## config.mk

```make
export PLATFORM = sky130hd
export DESIGN_NAME = ysyx_23060278_seq_alu
export DESIGN_NICKNAME = d
export VERILOG_FILES = /design/src/rtl/ysyx_23060278_seq_alu.sv
export SDC_FILE = /design/constraint.sdc
export NUM_CORES = 1
export LEC_CHECK = 0
export ABC_AREA = 1
export CAP_MARGIN = 10
export CORE_MARGIN = 5
export CORE_UTILIZATION = 45
export DETAILED_ROUTE_END_ITERATION = 7
export PLACE_DENSITY = 0.6
export SLEW_MARGIN = 20
export SYNTH_ARGS = -nofsm -noshare
export SYNTH_HDL_FRONTEND = slang
export SYNTH_SLANG_ARGS = --single-unit
```

## constraint.sdc

```tcl
create_clock -name clk -period 10.7 [get_ports clk]
set_input_delay 2.675 -clock clk [delete_from_list [all_inputs] [get_ports clk]]
set_output_delay 2.675 -clock clk [all_outputs]
set_load 0.02 [all_outputs]
```

## src/rtl/ysyx_23060278_seq_alu.sv

```systemverilog
// Sequential ALU: single-cycle logic/arith ops plus iterative shift-add multiply
// and restoring divide, behind an IDLE/BUSY/DONE request/response handshake.
//
// Handshake: a request transfers on a rising edge where in_valid && in_ready;
// a result transfers on a rising edge where out_valid && out_ready. in_ready is
// high only in IDLE and out_valid only in DONE, so at most one operation is in
// flight and result/flags hold steady while out_valid waits for out_ready.
module ysyx_23060278_seq_alu #(
  parameter int WIDTH = 32
) (
  input  logic             clk,
  input  logic             rst,
  input  logic             in_valid,
  output logic             in_ready,
  input  logic [WIDTH-1:0] a,
  input  logic [WIDTH-1:0] b,
  input  logic [3:0]       op,
  output logic             out_valid,
  input  logic             out_ready,
  output logic [WIDTH-1:0] result,
  output logic             overflow,
  output logic             zf,
  output logic             nf,
  output logic [1:0]       state_dbg
);

  typedef enum logic [1:0] {
    IDLE = 2'd0,
    BUSY = 2'd1,
    DONE = 2'd2
  } state_t;

  localparam int CW = $clog2(WIDTH) + 1;
  localparam logic [CW-1:0] LAST_STEP = CW'(WIDTH - 1);

  state_t state, state_next;

  logic [WIDTH-1:0]   a_q, b_q;
  logic [1:0]         sel_q;      // {divide, high half} of the iterative op
  logic [2*WIDTH-1:0] acc;        // {hi, lo}: product, or {remainder, quotient}
  logic [2*WIDTH-1:0] acc_step;
  logic [CW-1:0]      cnt;

  logic               is_iter, is_sub, last_step;
  logic [WIDTH-1:0]   b_eff, sum, res_single, res_iter;
  logic               ovf_single;
  logic [WIDTH:0]     mul_sum, div_shift, div_diff;

  assign is_iter   = (op[3:2] == 2'b10);
  assign last_step = (cnt == LAST_STEP);
  assign in_ready  = (state == IDLE);
  assign out_valid = (state == DONE);
  assign state_dbg = state;

  // Single-cycle datapath, evaluated directly from the incoming operands
  always_comb begin
    is_sub     = (op == 4'b0001);
    b_eff      = is_sub ? ~b : b;
    sum        = a + b_eff + WIDTH'(is_sub);
    res_single = '0;
    ovf_single = 1'b0;
    case (op)
      4'b0000, 4'b0001: begin
        res_single = sum;
        ovf_single = (a[WIDTH-1] == b_eff[WIDTH-1]) && (sum[WIDTH-1] != a[WIDTH-1]);
      end
      4'b0010: res_single = a & b;
      4'b0011: res_single = a | b;
      4'b0100: res_single = a ^ b;
      4'b0101: res_single = WIDTH'($signed(a) < $signed(b));
      4'b0110: res_single = WIDTH'(a < b);
      default: res_single = '0;
    endcase
  end

  // One iteration step: shift-add multiply or restoring-subtract divide
  always_comb begin
    mul_sum   = {1'b0, acc[2*WIDTH-1:WIDTH]} + {1'b0, (acc[0] ? a_q : {WIDTH{1'b0}})};
    div_shift = {acc[2*WIDTH-1:WIDTH], acc[WIDTH-1]};
    div_diff  = div_shift - {1'b0, b_q};
    if (sel_q[1]) begin
      if (!div_diff[WIDTH])
        acc_step = {div_diff[WIDTH-1:0], acc[WIDTH-2:0], 1'b1};
      else
        acc_step = {div_shift[WIDTH-1:0], acc[WIDTH-2:0], 1'b0};
    end else begin
      acc_step = {mul_sum, acc[WIDTH-1:1]};
    end
    res_iter = sel_q[0] ? acc_step[2*WIDTH-1:WIDTH] : acc_step[WIDTH-1:0];
  end

  // State register
  always_ff @(posedge clk) begin
    if (rst) state <= IDLE;
    else     state <= state_next;
  end

  // Next-state logic
  always_comb begin
    state_next = state;
    case (state)
      IDLE:    if (in_valid) state_next = is_iter ? BUSY : DONE;
      BUSY:    if (last_step) state_next = DONE;
      DONE:    if (out_ready) state_next = IDLE;
      default: state_next = IDLE;
    endcase
  end

  // Operand capture, iteration registers and result/flag registers
  always_ff @(posedge clk) begin
    if (rst) begin
      a_q      <= '0;
      b_q      <= '0;
      sel_q    <= '0;
      acc      <= '0;
      cnt      <= '0;
      result   <= '0;
      overflow <= 1'b0;
      zf       <= 1'b1;
      nf       <= 1'b0;
    end else begin
      case (state)
        IDLE: begin
          if (in_valid) begin
            a_q   <= a;
            b_q   <= b;
            sel_q <= op[1:0];
            cnt   <= '0;
            if (is_iter) begin
              acc <= op[1] ? {{WIDTH{1'b0}}, a} : {{WIDTH{1'b0}}, b};
            end else begin
              result   <= res_single;
              overflow <= ovf_single;
              zf       <= (res_single == '0);
              nf       <= res_single[WIDTH-1];
            end
          end
        end
        BUSY: begin
          acc <= acc_step;
          cnt <= cnt + CW'(1);
          if (last_step) begin
            result   <= res_iter;
            overflow <= 1'b0;
            zf       <= (res_iter == '0);
            nf       <= res_iter[WIDTH-1];
          end
        end
        default: ;
      endcase
    end
  end

endmodule
```

==> metrics.txt <==
clk root buf=clkbuf_16; post-synth cell types=50; Max stage delay on crit path=780 ps; met3 global-route usage=4.290%; Finished Cell Area=19980 sq um; Clock Latency Late Sink=460 ps; Avg Synthesized Cell Area=6.029 sq um; share of flip-flops with an asynchronous set or reset=0%; M1 GR Usage=42.87%; maxcap violations=0; initial antenna violation count=1; Overflow after GRT=0; Synth Net Count=3246; register area share after synthesis=19.21%; die width=209.6 um; Detail Placement HPWL=55520 um; largest area contributor in the synthesized netlist=dfxtp_1; Top Family by Delay on Critical Path=simple AND/OR/NAND/NOR gates; clk sinks=172; Power Density=112.7 nW/um^2; DRT Wirelength=69650 um; cells after synthesis=2973; wire per inst=19.66 um; leading cell types in the layout, fill and taps excluded=nand2_1, inv_1, a21oi_1, nand3_1, o21ai_0; Netlist Area Pre-Place=17920 sq um; Rows=73; Setup Skew=17.58 ps; nature of the critical path endpoint=register; Hold Vio Cnt, Final=0; Worst EP required=11090 ps; TritonCTS clock tree=built; Residual DRC=0; Initial Utilization=45.32%; post-route antenna net violation count=0; CTS buffer count=17; share of post-route cells with drive strength above 1=4.109%; #FFs+latches synth=172; top area cells in the synthesized netlist=dfxtp_1, nand2_1, ha_1; Die Y=209.6 um; CP arrival=7700 ps; status=complete, no violations; post-cts resize count=0; die area=43920 sq um; # hold bufs at CTS=0; EDFF count, synth=0; largest net degree at the start of global routing=101; minimum clock period=7310 ps; global-route usage over all layers=30.60%; Final setup violation count=0; diode count=0; Final TNS setup=0 ps; final worst slack=3390 ps; GR peak layer=met2; crit path launch type=primary input; Peak supply drop=0.1236 mV; Lkg Pwr=9.708 nW; 1st-pass router iterations=6; Worst-path clk slew=80 ps; Final nets=3278; crit-path most repeated cell=nand2_1; area grow syn2layout=11.46%; setup slack after placement=2956 ps; Tcrit/Tclk final=68.32%; Via density=5.591; met2 Usage GRT=48.63%; worst rel slew slack=31.58%; CP Buf/Inv Count=3; Yosys warning total=0; io pins=111; Min-Delay Path Class=reg -> reg; placed cell area=19350 sq um; critical path peak fanout=32; # port buffers=110; via count=19810; Slew Limit Fails=0; RSZ-0062 raised after global routing=false; CTS Buffer Depth=2; gpl congestion=0.9883; core box area=39550 sq um; number of global-route vias before repair=18604; Slew @ Worst Pin=1023 ps; Top FF cell, synth=dfxtp_1; Setup Buffers After CTS=0; First DRT Iteration DRCs=2150; post-synth top area share=19.21%; critical path type=in -> reg; Fmax=136.8 MHz; most common cell after layout, fill and taps aside=nand2_1; htree depth=4; CP max-delay cell=nand2_2; first-pass GRT wire length=106000 um
layer usage:
metal	wire length (um)	up-vias	part of all wire, %
li1	-	9889	-
met1	31660	9054	45
met2	30760	768	44
met3	4906	99	7.0
met4	2322	0	3.3
met5	0	-	0
kinds of logic after synthesis:
group | Yosys count | synth area share [%]
AND/OR/NAND/NOR | 1407 | 33.40
AO/OA/AOI/OAI | 659 | 20.28
buffers and inverters | 482 | 10.41
adder cells (fa/ha/maj) | 201 | 14.16
flip-flops | 172 | 19.21
XOR/XNOR | 52 | 2.541
Yosys cell counts, types with 8 or more instances:
library cell	n
clkbuf_1	86
o21bai_1	9
buf_1	16
a21o_1	8
nand3_1	225
o21a_1	10
nand2_1	821
xnor2_1	14
inv_1	356
dfxtp_1	172
nand4_1	23
o21ai_1	8
ha_1	198
nor2_1	210
or2_2	24
o21ai_0	219
xor2_1	38
nand2_2	15
o211ai_1	20
a31oi_1	33
a221oi_1	27
nor3_1	36
a21oi_1	303
nand3b_1	26
path summary, 6_finish.rpt:
path,start,to,slack [ps],cells after the start
worst max-delay path,op[1],zf$_SDFFE_PP1P_,3390,25
worst min-delay path,result[0]$_SDFFE_PP0P_,result[0]$_SDFFE_PP0P_,470,2
worst max register to register,acc[0]$_SDFFE_PP0P_,zf$_SDFFE_PP1P_,6360,25
worst min register to register,result[0]$_SDFFE_PP0P_,result[0]$_SDFFE_PP0P_,470,2
where the power goes:
| group | internal [W] | total, W | switching (W) |
|---|---|---|---|
| clock | 0.000387 | 0.000697 | 0.000310 |
| sequential | 0.000695 | 0.000728 | 0.0000340 |
| combinational | 0.000264 | 0.000826 | 0.000562 |
| total | 0.00135 | 0.00225 | 0.000906 |
worst min-delay path, cell delays in order, from the launching register on:
cell	delay, ps
dfxtp_1	320
nand2_1	60
a21oi_1	50
final cells by class:
class                   count  area (sq um)
clock buffers              19         452.9
fillers                  4201         19570
clock inverters            13         178.9
inverters                 367          1378
multi-input cells        2319         12640
well taps                 525         656.9
repair buffers            128          1231
flip-flops and latches    172          3445
per-stage QoR:
stage | utilization [%] | hold WS (ps) | total power (W) | std cells
4_1_cts | 50.52 | 470.2 | 0.002245 | 3543
2_1_floorplan | - | 439.0 | 0.001280 | 2973
6_report | 50.52 | 468.9 | 0.002251 | 3543
3_3_place_gp | 48.92 | 453.9 | 0.001545 | 3511
5_1_grt | 50.52 | 485.6 | 0.002377 | 3543
3_5_place_dp | 48.92 | 454.7 | 0.001550 | 3511
flip-flops by register name, summed over array words and instances (netlist names):
signal,cells
sel_q,2
overflow,1
cnt,6
result,32
state_dbg,2
b_q,32
acc,64
zf,1
a_q,32
(Power assumes the default switching activity.)
